**src/rtl/id_stage.sv**
```systemverilog
// RV32I instruction-decode stage: field extraction, immediate generation,
// WB bypass, load-use stall detection and the ID/EX pipeline register.
module id_stage #(
  parameter int DATA_WIDTH = 32
) (
  input  logic                  clk,
  input  logic                  rst_n,
  input  logic [31:0]           if_pc_i,
  input  logic [31:0]           if_instr_i,
  input  logic                  flush_i,
  input  logic                  ex_mem_read_i,
  input  logic [4:0]            ex_rd_i,
  input  logic                  wb_we_i,
  input  logic [4:0]            wb_rd_i,
  input  logic [DATA_WIDTH-1:0] wb_data_i,
  output logic [4:0]            rf_rs1_addr_o,
  output logic [4:0]            rf_rs2_addr_o,
  input  logic [DATA_WIDTH-1:0] rf_rs1_data_i,
  input  logic [DATA_WIDTH-1:0] rf_rs2_data_i,
  output logic                  stall_o,
  output logic [31:0]           id_pc_o,
  output logic [DATA_WIDTH-1:0] id_rs1_data_o,
  output logic [DATA_WIDTH-1:0] id_rs2_data_o,
  output logic [31:0]           id_imm_o,
  output logic [4:0]            id_rs1_o,
  output logic [4:0]            id_rs2_o,
  output logic [4:0]            id_rd_o,
  output logic [2:0]            id_funct3_o,
  output logic [3:0]            id_alu_op_o,
  output logic                  id_alu_src_a_o,
  output logic                  id_alu_src_b_o,
  output logic                  id_mem_read_o,
  output logic                  id_mem_write_o,
  output logic                  id_reg_write_o,
  output logic [1:0]            id_wb_sel_o,
  output logic                  id_branch_o,
  output logic                  id_jump_o,
  output logic                  id_jalr_o,
  output logic                  id_illegal_o
);

  typedef enum logic [3:0] {
    ALU_ADD   = 4'd0,
    ALU_SUB   = 4'd1,
    ALU_SLL   = 4'd2,
    ALU_SLT   = 4'd3,
    ALU_SLTU  = 4'd4,
    ALU_XOR   = 4'd5,
    ALU_SRL   = 4'd6,
    ALU_SRA   = 4'd7,
    ALU_OR    = 4'd8,
    ALU_AND   = 4'd9,
    ALU_PASSB = 4'd10
  } alu_op_e;

  typedef enum logic [1:0] {
    WB_ALU = 2'd0,
    WB_MEM = 2'd1,
    WB_PC4 = 2'd2
  } wb_sel_e;

  // All RV32I opcodes end in 2'b11, so any other low bits fall to the default arm.
  localparam logic [6:0] OPC_LUI    = 7'b0110111;
  localparam logic [6:0] OPC_AUIPC  = 7'b0010111;
  localparam logic [6:0] OPC_JAL    = 7'b1101111;
  localparam logic [6:0] OPC_JALR   = 7'b1100111;
  localparam logic [6:0] OPC_BRANCH = 7'b1100011;
  localparam logic [6:0] OPC_LOAD   = 7'b0000011;
  localparam logic [6:0] OPC_STORE  = 7'b0100011;
  localparam logic [6:0] OPC_OP_IMM = 7'b0010011;
  localparam logic [6:0] OPC_OP     = 7'b0110011;
  localparam logic [6:0] OPC_FENCE  = 7'b0001111;
  localparam logic [6:0] OPC_SYSTEM = 7'b1110011;

  typedef struct packed {
    logic [31:0]           pc;
    logic [DATA_WIDTH-1:0] rs1_data;
    logic [DATA_WIDTH-1:0] rs2_data;
    logic [31:0]           imm;
    logic [4:0]            rs1;
    logic [4:0]            rs2;
    logic [4:0]            rd;
    logic [2:0]            funct3;
    alu_op_e               alu_op;
    logic                  alu_src_a;
    logic                  alu_src_b;
    logic                  mem_read;
    logic                  mem_write;
    logic                  reg_write;
    wb_sel_e               wb_sel;
    logic                  branch;
    logic                  jump;
    logic                  jalr;
    logic                  illegal;
  } idex_t;

  function automatic alu_op_e arith_op(input logic [2:0] f3, input logic alt, input logic is_reg);
    case (f3)
      3'b000:  arith_op = (alt && is_reg) ? ALU_SUB : ALU_ADD;
      3'b001:  arith_op = ALU_SLL;
      3'b010:  arith_op = ALU_SLT;
      3'b011:  arith_op = ALU_SLTU;
      3'b100:  arith_op = ALU_XOR;
      3'b101:  arith_op = alt ? ALU_SRA : ALU_SRL;
      3'b110:  arith_op = ALU_OR;
      default: arith_op = ALU_AND;
    endcase
  endfunction

  logic [6:0]  opcode;
  logic [4:0]  rs1_f, rs2_f, rd_f;
  logic [2:0]  funct3_f;
  logic [31:0] imm_i, imm_s, imm_b, imm_u, imm_j;
  logic [DATA_WIDTH-1:0] rs1_val, rs2_val;
  logic        use_rs1, use_rs2, writes_rd, known, active;
  logic        load_use;
  idex_t       dec, idex_d, idex_q;

  assign opcode   = if_instr_i[6:0];
  assign rd_f     = if_instr_i[11:7];
  assign funct3_f = if_instr_i[14:12];
  assign rs1_f    = if_instr_i[19:15];
  assign rs2_f    = if_instr_i[24:20];

  assign rf_rs1_addr_o = rs1_f;
  assign rf_rs2_addr_o = rs2_f;

  assign imm_i = {{20{if_instr_i[31]}}, if_instr_i[31:20]};
  assign imm_s = {{20{if_instr_i[31]}}, if_instr_i[31:25], if_instr_i[11:7]};
  assign imm_b = {{19{if_instr_i[31]}}, if_instr_i[31], if_instr_i[7],
                  if_instr_i[30:25], if_instr_i[11:8], 1'b0};
  assign imm_u = {if_instr_i[31:12], 12'd0};
  assign imm_j = {{11{if_instr_i[31]}}, if_instr_i[31], if_instr_i[19:12],
                  if_instr_i[20], if_instr_i[30:21], 1'b0};

  // The register file is written at the end of this cycle, so a same-cycle
  // WB to a source register must be forwarded around it.
  assign rs1_val = (rs1_f == 5'd0) ? '0 :
                   (wb_we_i && (wb_rd_i == rs1_f)) ? wb_data_i : rf_rs1_data_i;
  assign rs2_val = (rs2_f == 5'd0) ? '0 :
                   (wb_we_i && (wb_rd_i == rs2_f)) ? wb_data_i : rf_rs2_data_i;

  always_comb begin
    // NOTE: every signal written here gets a default first, so no path through
    // the case statement can leave it unassigned and infer a latch.
    dec       = '0;
    use_rs1   = 1'b0;
    use_rs2   = 1'b0;
    writes_rd = 1'b0;
    known     = 1'b1;
    active    = 1'b1;
    case (opcode)
      OPC_LUI: begin
        dec.imm       = imm_u;
        dec.alu_op    = ALU_PASSB;
        dec.alu_src_b = 1'b1;
        writes_rd     = 1'b1;
      end
      OPC_AUIPC: begin
        dec.imm       = imm_u;
        dec.alu_op    = ALU_ADD;
        dec.alu_src_a = 1'b1;
        dec.alu_src_b = 1'b1;
        writes_rd     = 1'b1;
      end
      OPC_JAL: begin
        dec.imm       = imm_j;
        dec.alu_op    = ALU_ADD;
        dec.alu_src_a = 1'b1;
        dec.alu_src_b = 1'b1;
        dec.jump      = 1'b1;
        dec.wb_sel    = WB_PC4;
        writes_rd     = 1'b1;
      end
      OPC_JALR: begin
        dec.imm       = imm_i;
        dec.funct3    = funct3_f;
        dec.alu_op    = ALU_ADD;
        dec.alu_src_b = 1'b1;
        dec.jump      = 1'b1;
        dec.jalr      = 1'b1;
        dec.wb_sel    = WB_PC4;
        use_rs1       = 1'b1;
        writes_rd     = 1'b1;
      end
      OPC_BRANCH: begin
        dec.imm    = imm_b;
        dec.funct3 = funct3_f;
        dec.alu_op = ALU_SUB;
        dec.branch = 1'b1;
        use_rs1    = 1'b1;
        use_rs2    = 1'b1;
      end
      OPC_LOAD: begin
        dec.imm       = imm_i;
        dec.funct3    = funct3_f;
        dec.alu_op    = ALU_ADD;
        dec.alu_src_b = 1'b1;
        dec.mem_read  = 1'b1;
        dec.wb_sel    = WB_MEM;
        use_rs1       = 1'b1;
        writes_rd     = 1'b1;
      end
      OPC_STORE: begin
        dec.imm       = imm_s;
        dec.funct3    = funct3_f;
        dec.alu_op    = ALU_ADD;
        dec.alu_src_b = 1'b1;
        dec.mem_write = 1'b1;
        use_rs1       = 1'b1;
        use_rs2       = 1'b1;
      end
      OPC_OP_IMM: begin
        dec.imm       = imm_i;
        dec.funct3    = funct3_f;
        dec.alu_op    = arith_op(funct3_f, if_instr_i[30], 1'b0);
        dec.alu_src_b = 1'b1;
        use_rs1       = 1'b1;
        writes_rd     = 1'b1;
      end
      OPC_OP: begin
        dec.funct3 = funct3_f;
        dec.alu_op = arith_op(funct3_f, if_instr_i[30], 1'b1);
        use_rs1    = 1'b1;
        use_rs2    = 1'b1;
        writes_rd  = 1'b1;
      end
      OPC_FENCE, OPC_SYSTEM: active = 1'b0;
      default: begin
        known  = 1'b0;
        active = 1'b0;
      end
    endcase

    if (active) begin
      dec.pc        = if_pc_i;
      dec.rs1       = use_rs1 ? rs1_f : 5'd0;
      dec.rs2       = use_rs2 ? rs2_f : 5'd0;
      dec.rs1_data  = use_rs1 ? rs1_val : '0;
      dec.rs2_data  = use_rs2 ? rs2_val : '0;
      dec.rd        = writes_rd ? rd_f : 5'd0;
      dec.reg_write = writes_rd && (rd_f != 5'd0);
    end
    dec.illegal = !known && (if_instr_i != 32'd0);
  end

  assign load_use = ex_mem_read_i && (ex_rd_i != 5'd0) &&
                    ((use_rs1 && (ex_rd_i == rs1_f)) || (use_rs2 && (ex_rd_i == rs2_f)));

  // A flush kills this instruction anyway, so holding IF for it is pointless.
  assign stall_o = rst_n && !flush_i && load_use;

  assign idex_d = (flush_i || load_use) ? '0 : dec;

  always_ff @(posedge clk) begin
    // NOTE: reset is sampled only at the clock edge, so rst_n stays out of the
    // sensitivity list; state updates use <= so all flops see pre-edge values.
    if (!rst_n) begin
      idex_q <= '0;
    end else begin
      idex_q <= idex_d;
    end
  end

  assign id_pc_o        = idex_q.pc;
  assign id_rs1_data_o  = idex_q.rs1_data;
  assign id_rs2_data_o  = idex_q.rs2_data;
  assign id_imm_o       = idex_q.imm;
  assign id_rs1_o       = idex_q.rs1;
  assign id_rs2_o       = idex_q.rs2;
  assign id_rd_o        = idex_q.rd;
  assign id_funct3_o    = idex_q.funct3;
  assign id_alu_op_o    = idex_q.alu_op;
  assign id_alu_src_a_o = idex_q.alu_src_a;
  assign id_alu_src_b_o = idex_q.alu_src_b;
  assign id_mem_read_o  = idex_q.mem_read;
  assign id_mem_write_o = idex_q.mem_write;
  assign id_reg_write_o = idex_q.reg_write;
  assign id_wb_sel_o    = idex_q.wb_sel;
  assign id_branch_o    = idex_q.branch;
  assign id_jump_o      = idex_q.jump;
  assign id_jalr_o      = idex_q.jalr;
  assign id_illegal_o   = idex_q.illegal;

endmodule

```
**config.mk**
```make
export PLATFORM = sky130hd
export DESIGN_NAME = id_stage
export DESIGN_NICKNAME = d
export VERILOG_FILES = /design/src/rtl/id_stage.sv
export SDC_FILE = /design/constraint.sdc
export NUM_CORES = 1
export LEC_CHECK = 0
export BUFFER_PORTS_ARGS = -buffer_cell sky130_fd_sc_hd__buf_2
export CAP_MARGIN = 20
export CORE_AREA = 2 2 137 139
export CTS_CLUSTER_DIAMETER = 50
export DETAILED_ROUTE_END_ITERATION = 8
export DIE_AREA = 0 0 139 141
export GPL_ROUTABILITY_DRIVEN = 0
export MAX_ROUTING_LAYER = met4
export SYNTH_ARGS = -nofsm -noshare
export SYNTH_HDL_FRONTEND = slang
export SYNTH_SLANG_ARGS = --single-unit
```
**constraint.sdc**
```tcl
create_clock -name clk -period 2.1 [get_ports clk]
set_input_delay 0.105 -clock clk [delete_from_list [all_inputs] [get_ports clk]]
set_output_delay 0.105 -clock clk [all_outputs]
set_load 0.03 [all_outputs]
```
# Yosys cells after proc, flatten, opt, wreduce, memory -nomap -nowiden
# Cells that the tools add are included.
# word_totals
output_inout_bits	172
elab_cells	105
in_bits	175
regBits	161
# classes
muxes	21
bitwise	6
reduce_logical	38
n_eq_ne	21
# ops
cell	n
one-hot mux 32 bit (5 select lines)	1
2-to-1 mux 32 bit	2
one-hot mux 4 bit (7 select lines)	2
nonzero test 32 bit	1
equality test 7 bit, second input constant	4
equality test 7 x 6 -> 1 bit, second input constant	3
equality test 5 bit	4
one-hot mux 4 bit (4 select lines)	1
equality test 7 x 5 -> 1 bit, second input constant	2
2-to-1 mux 1 bit	14
OR reduction 7 bit	2
OR reduction 3 bit	4
OR reduction 4 bit	3
OR reduction 11 bit	1
logical AND 1 bit	10
logical NOT 5 bit	2
nonzero test 5 bit	2
OR reduction 5 bit	2
equality test 3 bit, second input constant	3
OR reduction 9 bit	1
OR reduction 2 bit	4
equality test 7 x 2 -> 1 bit, second input constant	1
equality test 7 x 4 -> 1 bit, second input constant	1
equality test 3 x 2 -> 1 bit, second input constant	2
other kinds (7)	14

# Longest topological paths before layout
# depth
depth_word	8
depth_mapped	8
depth_no_buf	5

# Least setup slack after synthesis
# No wires, ideal clock.
# synth_path
path_type	in2out
start	input port if_instr_i[20]
end	output port stall_o
stages	5
arrival_time_ns	1.704
n_path_buf	1
slack_ns	0.291
required_ns	1.995
cell_sequence	clkbuf_1 xnor2_1 nand3_1 or4_1 a21oi_1
# synth_via
elab_chain_len	5
# synth_rtl
element	line	rtl
start, declared	9	input logic [31:0] if_instr_i,
equality test 5 bit	248	((use_rs1 && (ex_rd_i == rs1_f)) || (use_rs2 && (ex_rd_i == rs2_f)));
logical AND 1 bit	248	
logical OR 1 bit	248	
logical AND 1 bit	247	assign load_use = ex_mem_read_i && (ex_rd_i != 5'd0) &&
logical AND 1 bit	251	assign stall_o = rst_n && !flush_i && load_use;
end, declared	20	output logic stall_o,
# No other way between the ends.

# Final worst setup path
# layout_path
start	input port if_instr_i[22]
end	register idex_q (netlist bit id_rs2_data_o[11])
# layout_via
elab_chain_len	6
elab_cells_between_ends	10
cone_classes	eq/ne: 2; mux: 1; reduce/logical: 7
# layout_rtl
element	line	rtl
equality test 5 bit	248	
logical AND 1 bit	248	
logical OR 1 bit	248	
logical AND 1 bit	247	
logical OR 1 bit	253	assign idex_d = (flush_i || load_use) ? '0 : dec;
OR reduction 5 bit (no source line)	--	
end signal, assigned	261	idex_q <= idex_d;
end, declared	117	idex_t dec, idex_d, idex_q;
# Parallel ways exist; a longest one is shown, timed or not.
# A chain may end at the register's enable or synchronous reset.

==> impl_metrics.py <==
metrics = {
    "outcome": {
        "status": "completed",
    },
    "sta": {
        "worst_slack_ns": 0.273,
        "final.setup.tns_ns": 0,
        "fin_crit_ns": 1.83,
        "slew_viol_final": 0,
        "fmax_mhz": 547,
        "rsz0062_at_grt": "false",
        "finalHoldViolations": 0,
        "setup_violations": 0,
        "finalCritPeriodShare_pct": 87.0,
        "worst_pin_slew_ns": 0.678,
        "hold_slack_ns": 0.00231,
        "max_slew_margin_pct": 54.5,
    },
    "logic_synthesis": {
        "syn_nets": 777,
        "ys_async_sr_fraction_pct": 0,
        "synth_edf_count": 0,
        "synthesis.instances": 602,
        "ys_seq_area_share_pct": 54.3,
        "syn_area_um2": 5940,
        "ys_ff_latch": 161,
        "synthFlopType": "dfxtp_1",
        "ys_types": 44,
        "avgSynthCellArea_um2": 9.87,
        "ys_warn_count": 0,
    },
    "flow_run": {
        "drv_cap": 0,
    },
    "die": {
        "die_h_um": 141,
        "start_util_pct": 32.5,
        "dieArea_um2": 19600,
        "die_w_um": 139,
        "io_pins": 347,
        "core_area_um2": 18300,
        "rows": 50,
    },
    "worst_setup_path": {
        "worstSetupStartpointType": "primary input",
        "cp-end-kind": "register",
        "arrival_ns": 2.13,
        "worstSetupPathType": "primary input to register",
        "critPathMaxFanout": 32,
        "cp.required_ns": 2.40,
    },
    "finish": {
        "instances_no_fill": 1337,
        "final_common_cell": "buf_2",
        "nets": 1265,
        "layout_common_cells": "buf_2 (346), dfxtp_1 (161), dlygate4sd3_1 (150)",
        "synthToLayoutAreaGrowth_pct": 69.5,
        "final_area_um2": 10100,
        "drive_gt1_share_pct": 37.1,
        "final_util_pct": 55.1,
    },
    "drt": {
        "drtPass1Iterations": 4,
        "via_per_inst": 4.68,
        "routed_wl_mm": 22.9,
        "vias": 6251,
        "drt_iter0_drc": 247,
        "drcViolationCount": 0,
        "wl_per_cell_um": 17.1,
        "postRouteAntennaNets": 0,
    },
    "power": {
        "seqPwrFrac_pct": 44.1,
        "pwr-share-clk_pct": 44.0,
        "swShare_pct": 24.0,
        "power_switching_mw": 1.67,
        "power_mw": 6.97,
        "powerDensity_nw_per_um2": 692,
        "static-leakage-power_nw": 4.70,
        "ir_drop_v": 0.000509,
        "p_int_mw": 5.30,
        "p_comb_share_pct": 11.8,
    },
    "place": {
        "dp_hpwl_mm": 16.0,
        "placed_area_um2": 7990,
        "io_buffers": 346,
        "pre_cts_slack_ns": 0.133,
        "dp.cells": 1155,
    },
    "clocking": {
        "cts.sinks": 161,
        "cts_tree": "built",
        "numCtsBuffers": 17,
        "clock_path_buffers": 2,
        "root_buffer": "clkbuf_16",
        "clk_pin_slew_ns": 0.06,
        "htreeDepth": 4,
    },
    "global_route": {
        "overflow": 0,
        "grt_max_degree": 39,
        "track_usage_pct": 23.2,
        "antenna_found_initial": 2,
        "first_global_vias": 6333,
        "grt_pass1_wl_mm": 34.5,
    },
    "min_path": {
        "worst_hold_path.endpoint": "id_rs1_data_o[25]",
        "hp-start": "rf_rs1_data_i[25]",
        "hp-class": "primary input to register",
        "min_path_cells": 3,
    },
}
==> area by class of cell <==
cell class	count	area [µm²]
Timing Repair Buffer	517	3480
Fill cell	1657	8200
Multi-Input combinational cell	388	2480
Inverter	5	18.8
Sequential cell	161	3220
Clock buffer	19	443
Antenna cell	2	5.00
Tap cell	234	293
Clock inverter	11	129
==> registers in the layout (all words and copies together) (netlist names) <==
name	cells
id_rd_o	5
id_rs2_o	5
id_rs1_o	5
id_imm_o	32
id_alu_src_a_o	1
id_mem_read_o	1
id_rs2_data_o	32
id_funct3_o	3
id_rs1_data_o	32
id_pc_o	32
id_alu_op_o	4
id_branch_o	1
id_jalr_o	1
id_alu_src_b_o	1
id_wb_sel_o	2
id_jump_o	1
id_mem_write_o	1
id_reg_write_o	1
id_illegal_o	1
==> cell usage after synthesis, drive strengths merged, types with 3 or more instances <==
library cell	n	area (µm²)
a21oi	30	150
a22oi	4	30.0
a32oi	3	26.3
and2	35	219
and3	19	119
buf	31	184
clkbuf	17	63.8
dfxtp	161	3220
inv	5	18.8
mux2i	64	641
nand2	43	161
nand2b	3	18.8
nand3	12	65.1
nor2	58	218
nor2b	3	18.8
nor3	44	220
nor4	12	93.8
o21ai	8	51.3
or3	3	18.8
or4	7	56.3
xnor2	12	105
xor2	8	70.1
==> metal layers <==
metal  GRT usage [%]  share of wire, %
met5               -                 0
met4            9.41               3.1
met3            5.26               5.8
met2            40.5                51
met1            25.7                40
==> critical path, stage by stage <==
cell and delay [ns]:
buf_2 0.16, xor2_1 0.17, nor4_1 0.25, and3_2 0.24, buf_12 0.25, mux2i_1 0.28
dlygate4sd3_1 0.59, nor2_1 0.04
==> worst max path at each step <==
stage / endpoint / slack (ns) / start / cells after the start
6_report: id_rs2_data_o[11] / 0.27 / if_instr_i[22] / 8
5_1_grt: stall_o / 0.23 / if_instr_i[19] / 6
2_1_floorplan: stall_o / 0.29 / if_instr_i[20] / 5
3_5_place_dp: id_reg_write_o / 0.13 / ex_rd_i[1] / 6
3_3_place_gp: id_rd_o[4] / 0.14 / ex_rd_i[1] / 6
4_1_cts: id_rs2_data_o[9] / 0.32 / if_instr_i[22] / 8
==> kinds of logic after synthesis <==
kind of cell,Yosys count,share of synthesized area (%)
buffers and inverters,53,4.49
DFF,161,54.3
muxes,64,10.8
AOI/OAI and AO/OA,54,5.54
xor gates and xnor gates,20,2.95
and+or+nand+nor,250,22.0
==> power groups by stage <==
stage	registers [mW]	clock network, mW	logic (mW)
CTS	3.07	3.12	0.812
detailed placement	3.14	0	0.584
floorplan	3.18	0	0.242
finish	3.07	3.07	0.825
global route	3.07	3.25	0.880
global placement	3.14	0	0.580
==> what timing repair did <==
action,4_1_cts,5_1_grt
resized for setup,0,0
endpoints found under the hold margin,118,1
endpoints found under the setup margin,0,0
buffers inserted,0,0
hold buffers,149,1
(Power assumes the default switching activity.)
